`config.mk`:
```
export PLATFORM = sky130hd
export DESIGN_NAME = serial_nibble_adder
export DESIGN_NICKNAME = d
export VERILOG_FILES = /design/src/rtl/serial_nibble_adder_pkg.sv /design/src/rtl/nibble_add4.sv /design/src/rtl/serial_nibble_adder.sv
export SDC_FILE = /design/constraint.sdc
export NUM_CORES = 1
export LEC_CHECK = 0
export CAP_MARGIN = 20
export CORE_MARGIN = 3
export CORE_UTILIZATION = 25
export CTS_CLUSTER_DIAMETER = 100
export DETAILED_ROUTE_END_ITERATION = 8
export GPL_TIMING_DRIVEN = 0
export PLACE_DENSITY_LB_ADDON = 0.3
export SYNTH_ARGS = -nofsm -noshare
export SYNTH_HDL_FRONTEND = slang
export SYNTH_HIERARCHICAL = 1
export SYNTH_SLANG_ARGS = --single-unit
```
`constraint.sdc`:
```
create_clock -name clk_i -period 2.6 [get_ports clk_i]
set_input_delay 0.39 -clock clk_i [delete_from_list [all_inputs] [get_ports clk_i]]
set_output_delay 0.39 -clock clk_i [all_outputs]
set_load 0.05 [all_outputs]
```
`src/rtl/serial_nibble_adder_pkg.sv`:
```
// rtl/serial_nibble_adder_pkg.sv - shared types and constants for the serial nibble adder
// Optional subtract build: define SERIAL_NIBBLE_ADDER_SUB_EN.

package serial_nibble_adder_pkg;

   // Width of the single add stage reused for every nibble
   localparam int NIBBLE_W = 4;

   // Sequencer states: waiting, walking nibbles, one-cycle result strobe
   typedef enum logic [1:0] {
      IDLE = 2'd0,
      RUN  = 2'd1,
      DONE = 2'd2
   } state_t;

endpackage : serial_nibble_adder_pkg

```
`src/rtl/nibble_add4.sv`:
```
// rtl/nibble_add4.sv - combinational 4-bit adder with carry in and carry out

module nibble_add4
   import serial_nibble_adder_pkg::*;
(
   input  logic [NIBBLE_W-1:0] a_i,
   input  logic [NIBBLE_W-1:0] b_i,
   input  logic                c_i,
   output logic [NIBBLE_W-1:0] s_o,
   output logic                c_o
);

   // Zero-extend everything to NIBBLE_W+1 so the carry falls out of the top bit
   assign {c_o, s_o} = {1'b0, a_i} + {1'b0, b_i} + {{NIBBLE_W{1'b0}}, c_i};

endmodule : nibble_add4

```
`src/rtl/serial_nibble_adder.sv`:
```
// rtl/serial_nibble_adder.sv - multi-nibble adder that reuses one 4-bit add stage, LSB nibble first
// Optional subtract build: define SERIAL_NIBBLE_ADDER_SUB_EN (adds sub_i; a - b as a + ~b + 1).

module serial_nibble_adder
   import serial_nibble_adder_pkg::*;
#(
   parameter  int NIBBLES = 4,
   localparam int W       = NIBBLE_W * NIBBLES
) (
   input  logic         clk_i,
   input  logic         rst_i,
   input  logic         start_i,
   input  logic [W-1:0] a_i,
   input  logic [W-1:0] b_i,
   input  logic         cin_i,
`ifdef SERIAL_NIBBLE_ADDER_SUB_EN
   input  logic         sub_i,
`endif
   output logic         busy_o,
   output logic         done_o,
   output logic [W-1:0] sum_o,
   output logic         cout_o
);

   // A one-nibble build still needs a 1-bit index so the counter is never zero width
   localparam int              IDX_W    = (NIBBLES > 1) ? $clog2(NIBBLES) : 1;
   localparam logic [IDX_W-1:0] LAST_IDX = IDX_W'(NIBBLES - 1);

   state_t              state_q, state_d;
   logic [IDX_W-1:0]    idx_q;
   logic [W-1:0]        a_q;
   logic [W-1:0]        b_q;
   logic [W-1:0]        sum_q;
   logic                carry_q;
   logic                cout_q;

   logic                accept;
   logic                last_nib;
   logic [W-1:0]        b_load;
   logic                carry_load;
   logic [NIBBLE_W-1:0] nib_a;
   logic [NIBBLE_W-1:0] nib_b;
   logic [NIBBLE_W-1:0] nib_s;
   logic                nib_c;

   // A new request is taken in IDLE and also on the DONE cycle for back-to-back use
   assign accept   = start_i && ((state_q == IDLE) || (state_q == DONE));
   assign last_nib = (idx_q == LAST_IDX);

`ifdef SERIAL_NIBBLE_ADDER_SUB_EN
   // Subtract folds into the add: invert b once at load and seed the carry with 1
   assign b_load     = sub_i ? ~b_i : b_i;
   assign carry_load = sub_i ? 1'b1 : cin_i;
`else
   assign b_load     = b_i;
   assign carry_load = cin_i;
`endif

   // Current nibble of each latched operand feeds the shared add stage
   assign nib_a = a_q[idx_q * NIBBLE_W +: NIBBLE_W];
   assign nib_b = b_q[idx_q * NIBBLE_W +: NIBBLE_W];

   nibble_add4 u_add (
      .a_i (nib_a),
      .b_i (nib_b),
      .c_i (carry_q),
      .s_o (nib_s),
      .c_o (nib_c)
   );

   // State register
   always_ff @(posedge clk_i or posedge rst_i) begin
      if (rst_i) begin
         state_q <= IDLE;
      end else begin
         state_q <= state_d;
      end
   end

   // Next state: RUN lasts exactly NIBBLES cycles, DONE exactly one
   always_comb begin
      state_d = state_q;
      case (state_q)
         IDLE: begin
            if (start_i) begin
               state_d = RUN;
            end
         end
         RUN: begin
            if (last_nib) begin
               state_d = DONE;
            end
         end
         DONE: begin
            state_d = start_i ? RUN : IDLE;
         end
         default: begin
            state_d = IDLE;
         end
      endcase
   end

   // Status outputs decoded straight from the state
   always_comb begin
      busy_o = 1'b0;
      done_o = 1'b0;
      case (state_q)
         RUN:     busy_o = 1'b1;
         DONE:    done_o = 1'b1;
         default: begin
            busy_o = 1'b0;
            done_o = 1'b0;
         end
      endcase
   end

   // Datapath: latch operands on acceptance, then retire one nibble per RUN cycle
   always_ff @(posedge clk_i or posedge rst_i) begin
      if (rst_i) begin
         a_q     <= '0;
         b_q     <= '0;
         sum_q   <= '0;
         carry_q <= 1'b0;
         cout_q  <= 1'b0;
         idx_q   <= '0;
      end else if (accept) begin
         a_q     <= a_i;
         b_q     <= b_load;
         carry_q <= carry_load;
         sum_q   <= '0;
         idx_q   <= '0;
      end else if (state_q == RUN) begin
         sum_q[idx_q * NIBBLE_W +: NIBBLE_W] <= nib_s;
         carry_q <= nib_c;
         if (last_nib) begin
            cout_q <= nib_c;
         end else begin
            idx_q <= idx_q + 1'b1;
         end
      end
   end

   assign sum_o  = sum_q;
   assign cout_o = cout_q;

endmodule : serial_nibble_adder
```
== After elaboration in Yosys (flattened, before gate mapping) ==
Index checks and enable logic that the tools add are counted.
Widths: inputs -> output; s select.

* Logic and storage cells: 43
* Bits in registers: 54
* Output and inout port bits: 19

* Bitwise gates (word level): 1
* $add $sub $neg: 4
* Shift-type cells: 4
* Reduce and logical (&&, ||, !) cells: 7
* Muxes and demuxes: 14
* Eq/ne operators: 6

{| class="wikitable"
|+ Operators with widths
! cell !! number
|-
| $neg 4->34 || 1
|-
| $shift 4x34->16 const A || 1
|-
| $shiftx 4x34->16 || 1
|-
| $mux 16 || 2
|-
| $shiftx 16x5->4 || 2
|-
| $bwmux 16 || 1
|-
| $mux 2 || 5
|-
| $ne 2x2->1 const B || 3
|-
| $pmux 2 s3 || 1
|-
| $add 4x4->5 || 1
|-
| $add 5x1->5 || 1
|-
| $mux 1 || 5
|-
| $eq 2x2->1 const B || 2
|-
| $reduce_and 2->1 || 2
|-
| $reduce_and 3->1 || 1
|-
| $add 2x1->2 const B || 1
|-
| $eq 2x1->1 const B || 1
|-
| $logic_not 2->1 || 1
|-
| $reduce_bool 2->1 || 1
|-
| $logic_and 1x1->1 || 1
|-
| $logic_or 1x1->1 || 1
|-
| $not 1->1 || 1
|}

== Longest topological paths before layout ==
Gate-level depths: netlist (run 1).

* Word-level depth: 7
* Gate-level depth with buffers: 10

== Hierarchy ==
Netlist (run 1), hierarchy kept.

{| class="wikitable"
|+ Modules (own cells, without submodules)
! module !! cells each !! seq. area each (sq um) !! area each (sq um) !! instances
|-
| serial_nibble_adder || 234 || 1,351.3 || 2,423.6 || 1
|-
| nibble_add4 || 16 || 0.0 || 143.9 || 1
|}

== Worst setup path before layout (run 1) ==
Ideal clock, no wire load.

* Path kind: register -> register
* From: register idx_q[1]
* To: register cout_q, in the netlist cout_o
* Setup slack: 0.163 ns
* Arrival: 2.312 ns
* Cell stages (with the launch flop): 10
* Buffers on the path: 1
* Required time: 2.475 ns
* Clock period less this slack: 2.437 ns
* Cell sequence: dfrtp_1 -> buf_2 -> mux4_2 -> fa_1 -> inv_1 -> fa_1 -> nor2b_1 -> o21ai_0 -> nand2b_1 -> mux2_4

* Cells in the longest elaborated chain, start to end: 3
* Elaborated cells on any way between the ends: 6
* Those cells by class: add/sub: 2; eq/ne: 1; shift: 2; reduce/logical: 1

{| class="wikitable"
|+ Ends and longest elaborated chain
! what !! line !! text
|-
| start: declaration || serial_nibble_adder.sv:30 || <nowiki>logic [IDX_W-1:0] idx_q;</nowiki>
|-
| start signal: assignment || serial_nibble_adder.sv:138 || <nowiki>idx_q <= idx_q + 1'b1;</nowiki>
|-
| $shiftx 16x5->4 || serial_nibble_adder.sv:60 || <nowiki>assign nib_a = a_q[idx_q * NIBBLE_W +: NIBBLE_W];</nowiki>
|-
| net nib_a[0] || serial_nibble_adder.sv:41 || <nowiki>logic [NIBBLE_W-1:0] nib_a;</nowiki>
|-
| $add 4x4->5 || nibble_add4.sv:14 || <nowiki>assign {c_o, s_o} = {1'b0, a_i} + {1'b0, b_i} + {{NIBBLE_W{1'b0}}, c_i};</nowiki>
|-
| $add 5x1->5 || nibble_add4.sv:14 ||
|-
| net nib_c || serial_nibble_adder.sv:44 || <nowiki>logic nib_c;</nowiki>
|-
| end signal: assignment || serial_nibble_adder.sv:136 || <nowiki>cout_q <= nib_c;</nowiki>
|-
| end: declaration || serial_nibble_adder.sv:35 || <nowiki>logic cout_q;</nowiki>
|}

The timed path passes the listed nets, and every way through them passes these cells.
A chain may end at the register's enable or synchronous reset.

== Worst setup path in the final report (run 1) ==
Same ends and word-level chain as after synthesis.

==> impl_metrics.yaml, run 1 <==
logic_synthesis:
  yosysWarnings: 6
  ys_seq_elements: 54
  synth-seq-area-share: 0.5263
  synth.most_common_cell: "nand2_1"
  yosys.cell_types.count: 35
  synth_nets: 297
  ys.flop_type: "dfrtp_1"
  synth_area_um2: 2567
  synth_edf_count: 0
  syn_avg_cell_area_um2: 10.27
  yosysTopAreaCell: "dfrtp_1"
  synth.top_cell.area_share: 0.5263
  synth_common_cells: "nand2_1 (104), dfrtp_1 (54), ha_1 (9)"
  async_flop_share: 1.000
  syn_inst: 250
  yosys-top-cells-area: "dfrtp_1 (53%), nand2_1 (15%), mux4_2 (7.0%), ha_1 (4.4%), a22o_2 (1.6%)"
global_route:
  grt_pass1_vias: 2013
  grt_overflow: 0
  grt_antenna_before_repair: 0
  grt_pass1_wl_um: 10540
  grt_max_degree: 39
  grt_usage: 0.1188
routing:
  drt_iter0_markers: 101
  vias_per_cell: 4.335
  routed_wirelength_um: 6441
  route.vias.total: 1955
  first_pass_iters: 4
  drtAntennaViolNets: 0
  routedWlPerCell_um: 14.28
  drc: 0
power_and_ir_drop:
  power.static_leakage_nw: 1.620
  p_per_area_nw_per_um2: 1327
  ir_worst_vdd_mv: 0.5606
sta:
  period_minus_slack_ns: 2.459
  clock_skew_ns: 0.008337
  relSlewSlack: 0.6582
  max_freq_mhz: 406.7
  hold-worst-slack_ns: 0.3704
  rsz0062_at_grt: "false"
  final_max_slew_viol_count: 0
  report.final.setup_viol: 0
  worst_pin_slew_ns: 0.5111
  fin_crit_sh: 0.9457
  hold_viol_final: 0
cells_and_area:
  diodes: 0
  syn_to_final_growth_pct: 35.28
  fin_util: 0.3521
  post_route_cells_drive_above_1_share: 0.1604
  nets: 364
  final_cell_area_um2: 3473
setup_path:
  slowest_stage: "mux4_2"
  cp_common_cell: "fa_2"
  cp_cell_sequence: "buf_6 > mux4_2 > fa_2 > inv_1 > fa_2 > nor2b_1 > o21ai_1 > nand2b_1 > mux2_4"
  cp_top_family: "multiplexers"
  regToRegStartpoint: "idx_q[1]"
  cp_slowest_stage_delay_ns: 0.56
  critPathRequiredTime_ns: 2.80
  worstSetupStartpointType: "flip-flop"
  cp_data_arrival_time_ns: 2.66
  cp_num_buf_inv: 2
  startpoint: "idx_q[1]"
  critical_path_class: "flip-flop to flip-flop"
  endpoint_kind: "flip-flop"
  path_max_fanout: 8
clock_tree:
  clock-sinks: 54
  h-tree-depth: 2
  cts_buffers: 5
  clockBufferDepth: 2
  clk_latency_ns: 0.31
  clockRootBuffer: "clkbuf_8"
  path_clk_slew_ns: 0.10
  cts_tree: "done"
place:
  port_buffers: 54
  gp_congestion: 0.7989
  post-dp-hpwl_um: 4775
  placed_cell_area_um2: 3294
floorplan:
  dieArea_um2: 11520
  die_w_um: 107.3
  die_h_um: 107.3
  coreArea_um2: 9864
  num_rows: 36
  io_pins: 55
  start_util: 0.2603
status:
  status: "finished, final reports clean"
worst_hold_path:
  min_path_type: "primary input to asynchronous set/reset pin"
flow_run:
  drv_cap: 0
layer usage:
metal  wire (µm)  part of all wire  GRT usage
met5           0                 0          0
met1        2940              0.46     0.1597
met2        3018              0.47     0.1890
met4          87             0.014    0.03787
met3         395             0.061    0.02879
cell usage in the layout (no fill, tap or decap), types with 2 or more instances in the layout:
| master | n |
|---|---|
| inv_2 | 3 |
| a32o_1 | 4 |
| nand3b_1 | 3 |
| a22o_2 | 4 |
| fa_2 | 2 |
| buf_6 | 3 |
| nand2_1 | 104 |
| o21ai_0 | 5 |
| mux4_2 | 8 |
| nand3_1 | 3 |
| nand2b_1 | 2 |
| clkbuf_8 | 5 |
| nor2_1 | 7 |
| a32oi_1 | 4 |
| nor2b_1 | 2 |
| ha_1 | 9 |
| dfrtp_1 | 53 |
| a21oi_1 | 3 |
| clkdlybuf4s50_1 | 54 |
| inv_1 | 5 |
| buf_4 | 6 |
| xnor2_2 | 2 |
| buf_2 | 6 |
| clkbuf_1 | 2 |
kinds of logic (layout without fill, tap and decap cells):
family,Yosys count,count (layout),synth area share
adders and majority gates,11,11,0.05946
muxes,9,9,0.07602
DFF,54,54,0.5263
xor gates and xnor gates,3,3,0.01024
and+or+nand+nor,130,130,0.2198
buffers and inverters,19,87,0.03703
AOI/OAI and AO/OA,24,24,0.07115
through the flow:
step           setup slack (ns)  cells  power (mW)  TNS [ns]
3_5_place_dp            -0.1500    438       3.890    -1.111
4_1_cts                 0.05119    447       4.537         0
6_report                 0.1411    451       4.610         0
5_1_grt                 0.02126    451       4.959         0
2_1_floorplan            0.1629    250       3.095         0
3_3_place_gp            -0.1309    437       3.827    -6.832
worst paths after layout:
check,slack (ns),depth (start not counted),to
setup / recovery,0.14,9,cout_o
hold / removal,0.37,2,b_q[0]
setup reg to reg,0.14,9,cout_o
hold reg to reg,0.48,2,a_q[5]
max in group asynchronous,1.70,3,idx_q[0]
min in group clk_i,0.48,2,a_q[5]
report_power, final:
group	switching, mW	internal (mW)
combinational	1.54	1.10
sequential	0.214	1.19
clock	0.282	0.288
area by class of cell:
| type | count | area (µm²) |
|---|---|---|
| fill | 984 | 6391 |
| sequential | 54 | 1353 |
| multi-input combinational | 177 | 1141 |
| timing repair buffer | 60 | 598.1 |
| tap | 133 | 166.4 |
| buffer | 11 | 75.07 |
| clock buffer | 6 | 72.57 |
| clock inverter | 2 | 37.54 |
| inverter | 8 | 30.03 |
sequential cells by signal, summed over array words and instances (netlist names):
| register | count |
|---|---|
| idx_q | 2 |
| a_q | 16 |
| sum_o | 16 |
| cout_o | 1 |
| carry_q | 1 |
| b_q | 16 |
| state_q | 2 |
timing repair:
item,in CTS,in global routing
endpoints found under the setup margin,14,6
setup buffers,1,4
hold buffers,0,0
gates resized for setup,4,6
cloned,0,0
pin swaps,0,0
No activity file was read; power rests on OpenSTA's default activity.
==> run 2, diff against run 1 <==
--- a/config.mk
+++ b/config.mk
@@ -6,7 +6,7 @@
 export NUM_CORES = 1
 export LEC_CHECK = 0
 export CAP_MARGIN = 20
-export CORE_MARGIN = 3
+export CORE_ASPECT_RATIO = 1.4
 export CORE_UTILIZATION = 25
 export CTS_CLUSTER_DIAMETER = 100
 export DETAILED_ROUTE_END_ITERATION = 8
==> impl_metrics.yaml, run 2 (synthesis gave the netlist of run 1 again) <==
sta:
  final_max_slew_viol_count: 0
  report.final.setup_viol: 0
  relSlewSlack: 0.6474
  clock_skew_ns: 0.003519
  hold-worst-slack_ns: 0.3735
  hold_viol_final: 0
  period_minus_slack_ns: 2.483
  setup_ws_ns: 0.1172
  max_freq_mhz: 402.8
  setup_tns_ns: 0
  rsz0062_at_grt: "true"
  worst_pin_slew_ns: 0.5251
  fin_crit_sh: 0.9549
power_and_ir_drop:
  internal-power_mw: 2.587
  power.switching_mw: 2.006
  p_total_mw: 4.592
  p_per_area_nw_per_um2: 1319
  ir_worst_vdd_mv: 0.4831
  combPwrFrac: 0.558
  switching_share: 0.4367
  pwr-share-seq: 0.306
  power.static_leakage_nw: 1.626
  p_clk_frac: 0.136
setup_path:
  endpoint_kind: "flip-flop"
  critPathRequiredTime_ns: 2.77
  worstSetupStartpointType: "flip-flop"
  critical_path_class: "flip-flop to flip-flop"
  path_max_fanout: 5
  cp_data_arrival_time_ns: 2.66
place:
  post-place-cells: 440
  post-dp-hpwl_um: 4540
  placed_cell_area_um2: 3297
  gp_congestion: 0.7570
  port_buffers: 54
  preCtsSetupSlack_ns: -0.1472
cells_and_area:
  layout.cells.non_filler: 452
  final_cell_mix: "nand2_1 (104), clkdlybuf4s50_1 (54), dfrtp_1 (53)"
  nFillCells: 1030
  fin_util: 0.3498
  regArea_um2: 1353
  final_cell_area_um2: 3482
  final_common_cell: "nand2_1"
  post_route_cells_drive_above_1_share: 0.1451
  nets: 364
  multiInputGateArea_um2: 1129
  syn_to_final_growth_pct: 35.62
  diodes: 0
floorplan:
  die_h_um: 121.9
  coreArea_um2: 9953
  start_util: 0.2580
  dieArea_um2: 10690
  num_rows: 43
  die_w_um: 87.65
  io_pins: 55
global_route:
  grt_pass1_wl_um: 10320
  grt_overflow: 0
  grt_max_degree: 43
  grt_pass1_vias: 2082
  grt_usage: 0.1276
  grt_antenna_before_repair: 0
clock_tree:
  clk_latency_ns: 0.29
  clockRootBuffer: "clkbuf_16"
  cts_tree: "done"
  clock-sinks: 54
  path_clk_slew_ns: 0.06
  cts_buffers: 5
  h-tree-depth: 2
  postCtsHoldBufs: 0
  clockBufferDepth: 2
routing:
  drtAntennaViolNets: 0
  drc: 0
  drt_iter0_markers: 51
  routed_wirelength_um: 6116
  first_pass_iters: 4
  routedWlPerCell_um: 13.53
  route.vias.total: 1978
  vias_per_cell: 4.376
flow_run:
  drv_cap: 0
status:
  status: "finished, final reports clean"
worst_hold_path:
  min_path_type: "primary input to asynchronous set/reset pin"
## run 2: cell types whose count changed in the layout (fill, tap and decap cells not counted), moves of 2 or more
cell	delta
clkbuf_8	-5
fa_2	-2
fa_1	+2
clkbuf_16	+5
## run 2: routing by layer
metal / GRT usage / vias up / wire, µm
li1: - / 958 / -
met1: 0.1576 / 975 / 2682
met2: 0.2207 / 37 / 3161
met3: 0.02439 / 8 / 161
met4: 0.04303 / 0 / 111
met5: 0 / - / 0
## run 2: power by group through the flow
stage | Combinational (mW) | Sequential [mW] | Clock, mW
3_3_place_gp | 2.43 | 1.41 | 0
2_1_floorplan | 1.47 | 1.63 | 0
4_1_cts | 2.53 | 1.41 | 0.651
6_report | 2.56 | 1.41 | 0.625
5_1_grt | 2.81 | 1.45 | 0.692
3_5_place_dp | 2.46 | 1.42 | 0
## run 2: area by class of cell
type,instances,area share
inverters,8,0.008624
repair buffers,60,0.1718
clock buffers,7,0.03809
multi-input cells,177,0.3241
well taps,135,0.04851
plain buffers,11,0.02048
flip-flops and latches,54,0.3884
## run 2: final timing paths
path                            startpoint       end  slack [ns]  depth (start not counted)
worst max-delay path              idx_q[1]    cout_o        0.12                          9
worst min register to register     a_q[10]   a_q[10]        0.47                          2
min in group clk_i                 a_q[10]   a_q[10]        0.47                          2
worst min-delay path                 rst_i    a_q[7]        0.37                          2
worst max register to register    idx_q[1]    cout_o        0.12                          9
max in group asynchronous            rst_i  idx_q[0]        1.69                          3
## run 2: worst max-delay path, cell delays in order (launching register included)
cell and delay (ns):
dfrtp_1 0.42, buf_6 0.15, mux4_2 0.53, fa_1 0.45, inv_1 0.08, fa_1 0.21
nor2b_1 0.05, o21ai_0 0.14, nand2b_1 0.09, mux2_4 0.26
## run 2: timing repair
| item | 4_1_cts | 5_1_grt |
|---|---|---|
| buffers inserted | 0 | 5 |
| setup endpoints to repair | 14 | 12 |
| gates resized for setup | 3 | 2 |
| pin swaps | 0 | 0 |
